<file path="config.mk">
export PLATFORM = sky130hd
export DESIGN_NAME = mem_port_arbiter
export DESIGN_NICKNAME = d
export VERILOG_FILES = /design/src/rtl/mem_arb_pkg.sv /design/src/rtl/mem_arb_priority.sv /design/src/rtl/mem_port_arbiter.sv
export SDC_FILE = /design/constraint.sdc
export NUM_CORES = 1
export LEC_CHECK = 0
export ABC_AREA = 1
export CAP_MARGIN = 10
export CORE_AREA = 4 4 539 541
export CTS_CLUSTER_SIZE = 20
export DETAILED_ROUTE_END_ITERATION = 7
export DIE_AREA = 0 0 543 545
export HOLD_SLACK_MARGIN = 0.15
export PLACE_DENSITY_LB_ADDON = 0.12
export SLEW_MARGIN = 0
export SYNTH_ARGS = -nofsm -noshare
export SYNTH_HDL_FRONTEND = slang
export SYNTH_SLANG_ARGS = --single-unit
</file>
<file path="constraint.sdc">
create_clock -name clk -period 1.8 [get_ports clk]
set_input_delay 0.27 -clock clk [delete_from_list [all_inputs] [get_ports clk]]
set_output_delay 0.27 -clock clk [all_outputs]
set_load 0.02 [all_outputs]
</file>
<file path="src/rtl/mem_arb_pkg.sv">
// Shared definitions for the main-memory port arbiter: FSM state encoding,
// owner codes and the line/address width defaults used by both cache controllers.
package mem_arb_pkg;

    localparam int ADDR_WIDTH_DEF = 28;
    localparam int LINE_WIDTH_DEF = 256;

    // State encoding doubles as the owner code seen on the debug port.
    typedef enum logic [1:0] {
        ST_IDLE    = 2'b00,
        ST_SERVE_D = 2'b01,
        ST_SERVE_I = 2'b10
    } arb_state_e;

    localparam logic [1:0] OWNER_NONE = 2'b00;
    localparam logic [1:0] OWNER_D    = 2'b01;
    localparam logic [1:0] OWNER_I    = 2'b10;

endpackage

</file>
<file path="src/rtl/mem_arb_priority.sv">
// Grant decision for the shared memory port: the data side wins by default,
// but an instruction fill that has watched STARVE_LIMIT consecutive data
// grants go by is forced through on the next arbitration.
module mem_arb_priority #(
    parameter int STARVE_LIMIT = 4
) (
    input  logic clk,
    input  logic rst_n,
    input  logic d_valid,
    input  logic i_valid,
    input  logic arb_en,
    output logic grant_d,
    output logic grant_i
);

    localparam logic [3:0] LIMIT = 4'(STARVE_LIMIT);

    logic [3:0] streak;
    logic       starving;

    assign starving = (streak >= LIMIT);
    assign grant_i  = arb_en & i_valid & (starving | ~d_valid);
    assign grant_d  = arb_en & d_valid & ~grant_i;

    // Count data grants that overtook a waiting fill; saturate at 15.
    always_ff @(posedge clk or negedge rst_n) begin
        if (!rst_n) begin
            streak <= 4'd0;
        end else if (grant_i) begin
            // NOTE: sequential state uses non-blocking assignments so every
            // register samples pre-edge values regardless of block order.
            streak <= 4'd0;
        end else if (grant_d) begin
            if (i_valid) begin
                streak <= (streak == 4'hF) ? streak : streak + 4'd1;
            end else begin
                streak <= 4'd0;
            end
        end
    end

endmodule

</file>
<file path="src/rtl/mem_port_arbiter.sv">
// Shares the line-wide main-memory port between the D-cache and I-cache
// controllers. One owner per transaction; the request is latched at grant and
// held until memory completes, and completion is steered back to the owner only.
module mem_port_arbiter
    import mem_arb_pkg::*;
#(
    parameter int ADDR_WIDTH   = ADDR_WIDTH_DEF,
    parameter int LINE_WIDTH   = LINE_WIDTH_DEF,
    parameter int STARVE_LIMIT = 4
) (
    input  logic                  clk,
    input  logic                  rst_n,
    input  logic [ADDR_WIDTH-1:0] d_addr,
    input  logic [LINE_WIDTH-1:0] d_wr,
    input  logic                  d_rw,
    input  logic                  d_valid,
    output logic [LINE_WIDTH-1:0] d_rd,
    output logic                  d_ready,
    input  logic [ADDR_WIDTH-1:0] i_addr,
    input  logic                  i_valid,
    output logic [LINE_WIDTH-1:0] i_rd,
    output logic                  i_ready,
    output logic [ADDR_WIDTH-1:0] mem_addr,
    output logic [LINE_WIDTH-1:0] mem_wr,
    output logic                  mem_rw,
    output logic                  mem_valid,
    input  logic [LINE_WIDTH-1:0] mem_rd,
    input  logic                  mem_ready,
    output logic [1:0]            owner
);

    arb_state_e state_q, state_d;
    logic       grant_d, grant_i;

    mem_arb_priority #(
        .STARVE_LIMIT (STARVE_LIMIT)
    ) u_priority (
        .clk     (clk),
        .rst_n   (rst_n),
        .d_valid (d_valid),
        .i_valid (i_valid),
        .arb_en  (state_q == ST_IDLE),
        .grant_d (grant_d),
        .grant_i (grant_i)
    );

    // State register.
    always_ff @(posedge clk or negedge rst_n) begin
        if (!rst_n) begin
            state_q <= ST_IDLE;
        end else begin
            state_q <= state_d;
        end
    end

    // Next state: leave IDLE on a grant, return to IDLE on memory completion.
    always_comb begin
        // NOTE: every combinational output gets a default first so no path
        // through the case can leave it unassigned and infer a latch.
        state_d = state_q;
        case (state_q)
            ST_IDLE: begin
                if (grant_d)      state_d = ST_SERVE_D;
                else if (grant_i) state_d = ST_SERVE_I;
            end
            ST_SERVE_D, ST_SERVE_I: begin
                if (mem_ready)    state_d = ST_IDLE;
            end
            default:              state_d = ST_IDLE;
        endcase
    end

    // Request latch: capture the winner at grant and hold it for the whole transaction.
    always_ff @(posedge clk or negedge rst_n) begin
        if (!rst_n) begin
            // NOTE: the wide datapath registers are reset too because memory
            // observes them directly and must never see X after reset.
            mem_addr <= '0;
            mem_wr   <= '0;
            mem_rw   <= 1'b0;
        end else if (grant_d) begin
            mem_addr <= d_addr;
            mem_wr   <= d_wr;
            mem_rw   <= d_rw;
        end else if (grant_i) begin
            mem_addr <= i_addr;
            mem_wr   <= '0;
            mem_rw   <= 1'b0;
        end
    end

    // Request valid and owner come straight from the state register, so the
    // memory side never sees a combinational path from the requesters' valids.
    assign mem_valid = (state_q != ST_IDLE);
    assign owner     = state_q;

    // Return steering: completion reaches only the owner, and only if it is still asking.
    always_comb begin
        d_ready = 1'b0;
        i_ready = 1'b0;
        d_rd    = '0;
        i_rd    = '0;
        if (mem_ready) begin
            if (state_q == ST_SERVE_D && d_valid) begin
                d_ready = 1'b1;
                d_rd    = mem_rd;
            end
            if (state_q == ST_SERVE_I && i_valid) begin
                i_ready = 1'b1;
                i_rd    = mem_rd;
            end
        end
    end

endmodule
</file>
==> impl_summary.log <==
[metrics] residual overflow from global routing: 0
[metrics] final setup violation count: around 1000
[metrics] critical-path maximum fanout: 19
[metrics] sort of element at the end of the critical path: output pin
[metrics] worst setup path class: flip-flop to output pin
[metrics] DRC violation total after the first TritonRoute iteration: 947
[metrics] register clock-pin slew on the reported worst setup and hold paths: roughly 60 ps
[metrics] register bit count reported by yosys: between 200 and 300
[metrics] Clk Latency, worst-skew pair: 590 ps
[metrics] violations in the final reports: negative setup slack
[metrics] Post-Syn Area: roughly 15000 µm²
[metrics] share of the yosys chip area belonging to registers: 48.6%
[metrics] top cell types by occurrence after synthesis: sky130_fd_sc_hd__nand2_1, sky130_fd_sc_hd__nor2_1, sky130_fd_sc_hd__nand3_1
[metrics] met3 global-route usage: roughly 5.7%
[metrics] DRC violation count after routing: 0
[metrics] height of the chip: 545 µm
[metrics] multi-input gate area in the final layout: 6450 µm²
[metrics] highest ir drop seen on vdd: 0.575 mV
[metrics] worst slew margin relative to its limit: 67.8%
[metrics] CTS Sinks: 291
[metrics] CTS HTree Levels: 2
[metrics] clock tree from TritonCTS: built
[metrics] minimum setup slack after placement: -918 ps
[metrics] leakage power of the design: approximately 19 nW
[metrics] per-cell via count in the routed design: 2.76
[metrics] residual antenna-violating net count after detailed routing: 0
[metrics] run status: finished with violations
[metrics] period utilization: 149%
[metrics] starting density of the core: 5.26%
[metrics] Total Power: 43.4 mW
[metrics] maximum number of buffers from clock root to sink: 3
[metrics] top-count cell post-synth: sky130_fd_sc_hd__nand2_1
[metrics] wire length reported by the detailed router: about 190000 µm
[metrics] post-synthesis area per instance: 6.95 µm²
[metrics] proportion of layout cells with a drive suffix above 1: 24.2%
[metrics] main flop type after synthesis: sky130_fd_sc_hd__dfrtp_1
[metrics] count of unique library cells instantiated by Yosys: 18
[metrics] number of global-route vias before repair: 22660
[metrics] global route hottest layer: met2
[metrics] Startpoint Class: flip-flop
[metrics] Synth area leaders: sky130_fd_sc_hd__dfrtp_1, sky130_fd_sc_hd__nand2_1, sky130_fd_sc_hd__nor2_1
[metrics] synthesis-to-layout area growth: 161%
[metrics] GR met2 Demand/Resource: between 20 and 25%
[metrics] slew at the pin closest to its max-slew limit: 482 ps
[metrics] worst setup margin: -885 ps
[metrics] top cell type by total area after synthesis: sky130_fd_sc_hd__dfrtp_1
[metrics] final number of hold-violating endpoints: 0
[metrics] I/O Buffers: between 1000 and 1500
[metrics] area inside the core boundary: ~280000 µm²
[metrics] EDFF count, synth: 0
[metrics] synthesized instance count: 2156
[metrics] sum of net half-perimeters after detailed placement: 169000 µm
[metrics] Tmin final: 2680 ps
[metrics] number of nets at the end of the flow: between 4000 and 5000
[metrics] Final Slew Violations: 0
[metrics] cell at the root of the clock tree: sky130_fd_sc_hd__clkbuf_16
[metrics] number of top-level pins: 1376
[metrics] area of the die: 296000 µm²
[metrics] async set-or-reset flop fraction in the synthesized netlist: 100%
[metrics] # Max-Cap Violations: 0
[metrics] vias post-DR: 21077
[metrics] arrival time worst endpoint: between 2000 and 2500 ps
[metrics] first-pass GRT wire length: 242000 µm
[metrics] RD Place Congestion: 0.843
[metrics] GRT Overall Usage: about 12%
[metrics] filler-free cell count of the finished design: 7639
[metrics] syn nets: 2734
[metrics] power density relative to cell area: between 1000 and 1500 nW/µm²
[metrics] cts bufs inserted: 42
[metrics] M1 GR Usage: 13.7%
[metrics] Fin Clk Skew: 20.3 ps
[metrics] wire length per cell: 25.4 µm
[metrics] combined flip-flop and latch cell area: 7280 µm²
[metrics] utilization after layout: 13.7%
[metrics] path type of the worst min-delay path: input port to async pin
[metrics] Synthesis Warnings: 0
[metrics] Max Clock Freq: 372 MHz
[metrics] standard-cell row count: around 200
[metrics] antenna violations before repair: 76
[metrics] maximum number of pins on one net before global-route repair: 48
[metrics] number of cells in the design after placement: 7476
[metrics] Fin Hold WS: 224 ps
[metrics] post-synth top area share: a little under 50%
[metrics] die width: 543 µm
[metrics] number of fillers in the final layout: between 30000 and 40000
[metrics] required time of the critical path: 1530 ps
[metrics] Detailed Routing Iterations Pass 1: 5
[metrics] setup repair after global routing missed its margin: true
## cell families (layout without fill, tap and decap cells)
group	after synthesis	in the layout	share of synthesized area, %
AO/OA/AOI/OAI	1	1	0.0334
flip-flops	291	291	48.6
buffers and inverters	427	2121	12.3
adder cells (fa/ha/maj)	4	4	0.334
other	0	27	0
AND/OR/NAND/NOR	1433	1433	38.7
## cell type report
| class | count | area share (%) |
|---|---|---|
| clock inverters | 15 | 0.343 |
| well taps | 3762 | 12.1 |
| inverters | 275 | 2.66 |
| diodes | 27 | 0.173 |
| multi-input cells | 1438 | 16.5 |
| repair buffers | 1771 | 46.6 |
| flip-flops and latches | 291 | 18.6 |
| clock buffers | 60 | 3.05 |
## cells in the final DEF, fill, tap and decap left out, drive strengths merged
cell / n
inv: 276
o21ai: 1
clkinv: 10
bufinv: 2
nand4: 1
nand2: 593
clkinvlp: 2
clkdlybuf4s15: 16
clkdlybuf4s50: 808
ha: 4
buf: 737
clkbuf: 71
diode: 27
dfrtp: 291
bufbuf: 1
dlygate4sd2: 195
dlygate4sd3: 3
nand3: 306
nand3b: 6
nor2: 527
## repair_timing
action	CTS	global route
cloned	13	6
gates resized for setup	631	444
hold buffers	3	0
pin swaps	0	1
hold endpoints to repair	293	0
setup endpoints to repair	1037	1037
setup buffers	21	20
## where the power goes
part	leakage (nW)	switching (mW)	internal (mW)
combinational	14.5	14.2	10.1
clock	0.652	3.55	4.87
sequential	3.74	1.60	9.12
## worst max-delay path, stage by stage, from the launching register on
cell                      delay (ps)
sky130_fd_sc_hd__dfrtp_1         410
sky130_fd_sc_hd__inv_2            90
sky130_fd_sc_hd__ha_4            140
sky130_fd_sc_hd__nand3_4         110
sky130_fd_sc_hd__buf_16          190
sky130_fd_sc_hd__buf_12          170
sky130_fd_sc_hd__buf_16          150
sky130_fd_sc_hd__nor2_1          230
sky130_fd_sc_hd__buf_4           180
sky130_fd_sc_hd__buf_12          100
## path summary, 6_finish.rpt
kind	from	to	slack, ps	depth (start not counted)
worst max register to register	owner[0]	mem_wr[71]	-520	11
max in group asynchronous	rst_n	mem_wr[135]	800	3
worst max-delay path	owner[0]	i_rd[131]	-880	9
worst min-delay path	rst_n	mem_wr[69]	220	2
worst min register to register	u_priority.streak[3]	u_priority.streak[3]	480	2
min in group clk	d_wr[244]	mem_wr[244]	240	3
## layer usage
| metal | routed length [µm] | vias up | share of wire, % |
|---|---|---|---|
| met4 | 4560 | 18 | 2.3 |
| met1 | 73900 | 10044 | 38 |
| li1 | - | 9804 | - |
| met2 | 95100 | 1020 | 49 |
| met5 | 131 | - | 0.067 |
| met3 | 20700 | 191 | 11 |
## metrics by stage
| step | TNS (ps) | instance area, µm² |
|---|---|---|
| 2_1_floorplan | 0 | 15000 |
| 3_3_place_gp | -449550 | 36500 |
| 3_5_place_dp | -447560 | 36500 |
| 4_1_cts | -589680 | 38400 |
| 5_1_grt | -637930 | 39000 |
| 6_report | -486050 | 39100 |
## flip-flops by register name, indices dropped and copies added (netlist names)
register and count:
mem_addr 28, u_priority.streak 4, mem_rw 1, mem_wr 256
owner 2
Power figures use the tool's default switching activity.
